File: src/rtl/xor_parity_rx_pkg.sv
// ---------------------------------------------------------------------------
// xor_parity_rx_pkg
// Shared definitions for the XOR even/odd parity serial link.
// The receiver uses them now, and the matching transmitter can reuse them.
//   - FSM state encoding: raw localparams plus an enum built on them.
//   - Frame constants: start bit and stop bit levels.
//   - cnt_width(): width of the data-bit counter for a given frame width.
// ---------------------------------------------------------------------------
package xor_parity_rx_pkg;

  localparam logic [1:0] ST_IDLE   = 2'd0;
  localparam logic [1:0] ST_DATA   = 2'd1;
  localparam logic [1:0] ST_PARITY = 2'd2;
  localparam logic [1:0] ST_STOP   = 2'd3;

  localparam logic START_BIT = 1'b0;
  localparam logic STOP_BIT  = 1'b1;

  typedef enum logic [1:0] {
    RX_IDLE   = ST_IDLE,
    RX_DATA   = ST_DATA,
    RX_PARITY = ST_PARITY,
    RX_STOP   = ST_STOP
  } rx_state_t;

  // ceil(log2(width)), never less than one bit, so that a counter
  // can always be declared.
  function automatic int cnt_width(input int width);
    if (width <= 2) begin
      return 1;
    end
    return $clog2(width);
  endfunction

endpackage

File: src/rtl/xor_parity_rx_acc.sv
// ---------------------------------------------------------------------------
// xor_par_acc
// Single-bit running XOR accumulator: one flop and one XOR gate.
// Ports:
//   clk     system clock
//   rst_n   synchronous active-low reset (clears q)
//   clr     load clr_val into q (has priority over en)
//   clr_val seed value; gives the parity sense
//   en      fold d into q this cycle
//   d       bit to fold in
//   q       accumulated parity
// ---------------------------------------------------------------------------
module xor_par_acc (
  input  logic clk,
  input  logic rst_n,
  input  logic clr,
  input  logic clr_val,
  input  logic en,
  input  logic d,
  output logic q
);

  logic q_reg;

  always_ff @(posedge clk) begin
    if (!rst_n) begin
      q_reg <= 1'b0;
    end else if (clr) begin
      q_reg <= clr_val;
    end else if (en) begin
      q_reg <= q_reg ^ d;
    end
  end

  assign q = q_reg;

endmodule

File: src/rtl/xor_parity_rx.sv
// ---------------------------------------------------------------------------
// xor_parity_rx
// Serial frame receiver with a parity checker.
// Frame format: start(0), WIDTH data bits (LSB first), parity, stop(1).
// A bit is taken only on cycles where en=1.
// Parameters:
//   WIDTH  data bits per frame (2..16)
//   ODD    0 = even parity, 1 = odd parity
// Ports:
//   clk    system clock
//   rst_n  synchronous active-low reset
//   en     bit strobe
//   sin    serial line; idles high
//   dout   last received word; held until the next frame completes
//   valid  one-cycle pulse when a frame completes
//   perr   parity error of the last frame; held
//   ferr   framing error (stop bit was 0) of the last frame; held
//   busy   high while the FSM is outside IDLE; driven from a register
// ---------------------------------------------------------------------------
module xor_parity_rx
  import xor_parity_rx_pkg::*;
#(
  parameter int WIDTH = 8,
  parameter bit ODD   = 1'b0
) (
  input  logic             clk,
  input  logic             rst_n,
  input  logic             en,
  input  logic             sin,
  output logic [WIDTH-1:0] dout,
  output logic             valid,
  output logic             perr,
  output logic             ferr,
  output logic             busy
);

  localparam int             CW       = cnt_width(WIDTH);
  localparam logic [CW-1:0]  CNT_LAST = CW'(WIDTH - 1);

  rx_state_t        state_reg, state_next;
  logic [WIDTH-1:0] sreg_reg;
  logic [WIDTH-1:0] sreg_shift;
  logic [CW-1:0]    cnt_reg;
  logic [WIDTH-1:0] dout_reg;
  logic             valid_reg;
  logic             perr_reg;
  logic             ferr_reg;
  logic             busy_reg;

  logic             acc_clr;
  logic             acc_en;
  logic             acc_q;

  // Right shift with the new bit entering at the MSB. After WIDTH shifts,
  // the first data bit (the LSB) ends up in bit 0.
  generate
    for (genvar gi = 0; gi < WIDTH - 1; gi++) begin : g_shift
      assign sreg_shift[gi] = sreg_reg[gi + 1];
    end
  endgenerate
  assign sreg_shift[WIDTH-1] = sin;

  // The accumulator is seeded with ODD when the start bit is taken.
  // After the data bits and the parity bit are folded in, zero means the
  // parity is correct for either parity sense.
  xor_par_acc u_acc (
    .clk     (clk),
    .rst_n   (rst_n),
    .clr     (acc_clr),
    .clr_val (ODD),
    .en      (acc_en),
    .d       (sin),
    .q       (acc_q)
  );

  always_comb begin
    state_next = state_reg;
    acc_clr    = 1'b0;
    acc_en     = 1'b0;
    if (en) begin
      case (state_reg)
        RX_IDLE: begin
          if (sin == START_BIT) begin
            state_next = RX_DATA;
            acc_clr    = 1'b1;
          end
        end
        RX_DATA: begin
          acc_en = 1'b1;
          if (cnt_reg == CNT_LAST) begin
            state_next = RX_PARITY;
          end
        end
        RX_PARITY: begin
          acc_en     = 1'b1;
          state_next = RX_STOP;
        end
        RX_STOP: begin
          // A low stop bit is only reported as an error. It is never
          // taken as the start of a new frame.
          state_next = RX_IDLE;
        end
        default: state_next = RX_IDLE;
      endcase
    end
  end

  always_ff @(posedge clk) begin
    if (!rst_n) begin
      state_reg <= RX_IDLE;
      sreg_reg  <= '0;
      cnt_reg   <= '0;
      dout_reg  <= '0;
      valid_reg <= 1'b0;
      perr_reg  <= 1'b0;
      ferr_reg  <= 1'b0;
      busy_reg  <= 1'b0;
    end else begin
      state_reg <= state_next;
      busy_reg  <= (state_next != RX_IDLE);
      valid_reg <= 1'b0;
      if (en) begin
        case (state_reg)
          RX_IDLE: begin
            if (sin == START_BIT) begin
              cnt_reg <= '0;
            end
          end
          RX_DATA: begin
            sreg_reg <= sreg_shift;
            // The counter stops at the last index, so it never wraps
            // inside a frame, even when WIDTH is a power of two.
            if (cnt_reg != CNT_LAST) begin
              cnt_reg <= cnt_reg + CW'(1);
            end
          end
          RX_STOP: begin
            dout_reg  <= sreg_reg;
            perr_reg  <= acc_q;
            ferr_reg  <= (sin != STOP_BIT);
            valid_reg <= 1'b1;
          end
          default: ;
        endcase
      end
    end
  end

  assign dout  = dout_reg;
  assign valid = valid_reg;
  assign perr  = perr_reg;
  assign ferr  = ferr_reg;
  assign busy  = busy_reg;

endmodule

File: config.mk
export PLATFORM = sky130hd
export DESIGN_NAME = xor_parity_rx
export DESIGN_NICKNAME = d
export VERILOG_FILES = /design/src/rtl/xor_parity_rx_pkg.sv /design/src/rtl/xor_parity_rx_acc.sv /design/src/rtl/xor_parity_rx.sv
export SDC_FILE = /design/constraint.sdc
export NUM_CORES = 1
export LEC_CHECK = 0
export ABC_AREA = 1
export BUFFER_PORTS_ARGS = -buffer_cell sky130_fd_sc_hd__buf_2
export CORE_AREA = 2 2 47 60
export CTS_CLUSTER_SIZE = 25
export DETAILED_ROUTE_END_ITERATION = 12
export DIE_AREA = 0 0 49 62
export PLACE_DENSITY = 0.79
export SYNTH_ARGS = -nofsm -noshare
export SYNTH_HDL_FRONTEND = slang
export SYNTH_HIERARCHICAL = 1
export SYNTH_SLANG_ARGS = --single-unit
export TNS_END_PERCENT = 20
File: constraint.sdc
create_clock -name clk -period 1.4 [get_ports clk]
set_clock_uncertainty 0.2 [all_clocks]
set_input_delay 0.14 -clock clk [delete_from_list [all_inputs] [get_ports clk]]
set_output_delay 0.14 -clock clk [all_outputs]
set_load 0.005 [all_outputs]
==> run summary <==
- 3 — Num CTS Buffers
- valid$_SDFF_PN0_ — endpoint of the worst hold-timing path
- primary input to flip-flop — type of the most critical hold path
- nor2_1 — most common cell in the synthesized netlist
- 1490 um2 — final design area excluding fillers
- 16 — number of DRC markers after the initial detailed-route iteration
- 1004 — vias after detailed routing
- 1.00 — final critical-path share of the clock period
- 0.446 — sequential-to-total area share from yosys stat
- 27.6% — synthesis-to-layout area growth
- 1000 nW/um2 — areal power density over the cells
- 4 — DR pass1 iterations
- 0.689 nW — Static Leakage
- dfxtp_1 — library cell occupying the most area in the post-synthesis netlist
- 156 — synthesized instance count
- 0.529 — Reg power frac
- 0 — maximum capacitance violations
- flip-flop to flip-flop — critical path class
- 6 — Synthesis Warnings
- 1.14 mW — Internal
- 0.446 — post-synth top area share
- 0.127 — share of total power in combinational logic
- 26 — sinks on the clock net
- 2280 um — final routed wirelength across all metal layers
- 0 — final hold viol count
- 0.458 — effective utilization at floorplan
- 1.46 ns — data arrival time at the worst-slack endpoint
- u_acc/q$_SDFFE_PN0P_ — worst flop-to-flop path endpoint
- 0 — antenna-violating nets left
- 2550 um2 — Std-Cell Core Area
- 1.49 mW — total power of the final layout
- 21 — number of placement rows
- 1170 um2 — mapped cell area
- 190 — number of nets in the layout
- 167 — nets in the synthesized netlist
- done — CTS tree
- 0 — initial antenna violation count
- 0.000629 V — VDD IR-drop max
- 0.15 ns — clock-pin slew reported for the worst setup and hold paths after clock tree synthesis
- 0.32 ns — source-to-sink clock delay at the later pin of the worst-skew pair
- 0.353 mW — power spent charging and discharging nets
- 1290 um2 — dpl cell area
- nor2_1, dfxtp_1, nand2_1 — most frequent cells after synthesis
- 0 — Ant. Diodes
- 10.8 um — detail-routed net length per standard cell
- 26 — pin count of the biggest net entering global routing
- -0.001 ns — flop-to-flop setup slack
- 0 — Post-synth ARST share
- flip-flop — element type at the critical path end
- 0.344 — clock share of power
- 3660 um — first-pass GRT wire length
- 1 — CTS H-tree depth
- 16 — I/O pin count
- 7.48 um2 — syn avg cell area
- 4 — CP Max Fanout
- yes — unrepaired setup endpoints after global routing
- 0 — Remaining DRCs
- en — startpoint of the worst hold path
- 0.0950 ns — Worst Hold Slack
- setup timing — failing checks
- state_reg[1]$_SDFF_PN0_ — launching point of the worst reg2reg path
- 0 — global-route congestion overflow total
- dfxtp_1, nor2_1, o21ai_0, ha_1, nand2_1 — Area contributors post-synth
- 0.155 — Total Routing Usage GR
- dfxtp_1 — most instantiated flip-flop cell in the synthesis netlist
- 0 — number of flops mapped to enable cells by yosys
- 3040 um2 — Total Die Area
- 62 um — DIE HEIGHT
- 8 — worst reg2reg path depth
- clkbuf_4 — Root Buffer Master
- 0.714 GHz — maximum operating frequency
- 15 — port buffer count
- 1.46 ns — data required time of the critical path
- 0.237 — Switching Share
- 1 — Final setup viols
- 0.914 — placer congestion estimate
- flip-flop — startpoint types
- 20 — distinct cell type count after synthesis
- 4 — Hold Path Cell Cnt
- complete, but fails checks — result of the run
- 0 — total count of max-transition violations in the final report
- 4.74 — number of vias per cell
- -0.0630 ns — Placement Setup Slack
- 945 — via count of the first global-routing pass
- 2 — maximum clock path buffer count
- 0.343 — layout cells sized above 1
- 1.40 ns — post-layout min period
- 1490 um — Detail Placement HPWL
- 26 — post-synthesis register bit count
- -0.00104 ns — least setup slack across all paths after layout
- 49 um — Horiz. Die Dim
[metrics by stage]
stage,utilization,std cells,setup TNS (ns)
floorplan,-,156,0
global placement,0.506,204,-0.0755
detailed placement,0.506,204,-0.481
CTS,0.549,212,0
global route,0.584,212,-0.343
finish,0.584,212,-0.00104
[cell type report]
cell class              count  area (um2)
clock buffers               3        22.5
clock inverters             1        30.0
fillers                   228        1060
inverters                  18        75.1
multi-input cells         107         632
flip-flops and latches     26         526
well taps                  34        42.5
repair buffers             23         160
[cells by family after synthesis]
kind of cell             Yosys count  share of synthesized area
flip-flops                        26                      0.446
other                              1                    0.00322
adder cells (fa/ha/maj)            7                     0.0751
AND/OR/NAND/NOR                   72                      0.253
buffers and inverters             23                     0.0933
AO/OA/AOI/OAI                     27                      0.129
[worst max-delay path by stage]
stage / depth (start not counted) / startpoint / endpoint / slack [ns]
floorplan: 6 / state_reg[0]$_SDFF_PN0_ / cnt_reg[1]$_SDFFE_PN0P_ / 0.03
detailed placement: 7 / state_reg[1]$_SDFF_PN0_ / u_acc/q$_SDFFE_PN0P_ / -0.06
finish: 8 / state_reg[1]$_SDFF_PN0_ / u_acc/q$_SDFFE_PN0P_ / -0.001
global route: 8 / state_reg[1]$_SDFF_PN0_ / u_acc/q$_SDFFE_PN0P_ / -0.05
CTS: 8 / cnt_reg[0]$_SDFFE_PN0P_ / cnt_reg[1]$_SDFFE_PN0P_ / 0.0004
global placement: 7 / state_reg[1]$_SDFF_PN0_ / cnt_reg[2]$_SDFFE_PN0P_ / -0.02
[cells in the final DEF, fill, tap and decap left out, drive strengths merged]
| master | n |
|---|---|
| a21oi | 7 |
| inv | 17 |
| nor2 | 41 |
| clkbuf | 3 |
| bufinv | 1 |
| conb | 1 |
| ha | 7 |
| nand3 | 6 |
| buf | 21 |
| nand2 | 25 |
| dfxtp | 26 |
| clkinv | 1 |
| o21ai | 20 |
| dlygate4sd3 | 2 |
[repair_timing]
| action | in CTS | in global routing |
|---|---|---|
| gates resized for setup | 9 | 34 |
| setup buffers | 2 | 0 |
| pin swaps | 1 | 3 |
| hold buffers | 2 | 0 |
| gates cloned | 0 | 0 |
| setup endpoints to repair | 15 | 19 |
| hold endpoints to repair | 5 | 0 |
[layer usage]
metal / vias up / GRT usage / wire length (um)
li1: 528 / - / -
met1: 451 / 0.148 / 916
met2: 21 / 0.333 / 1280
met3: 4 / 0.0239 / 69
met4: 0 / 0.0694 / 18
met5: - / 0 / 0
[worst max-delay path: stages (launching register included)]
cell and delay (ns):
dfxtp_2 0.39, inv_4 0.06, ha_4 0.26, nand2_2 0.05, inv_2 0.07, nand2_1 0.04, nand2_1 0.06, nand2_1 0.07
a21oi_2 0.12
[power groups by stage]
stage / combinational [mW] / sequential [mW] / clock [mW]
finish: 0.189 / 0.788 / 0.512
global route: 0.213 / 0.792 / 0.550
CTS: 0.163 / 0.782 / 0.524
detailed placement: 0.149 / 0.798 / 0
global placement: 0.142 / 0.797 / 0
floorplan: 0.118 / 0.795 / 0
Power figures use the tool's default switching activity.
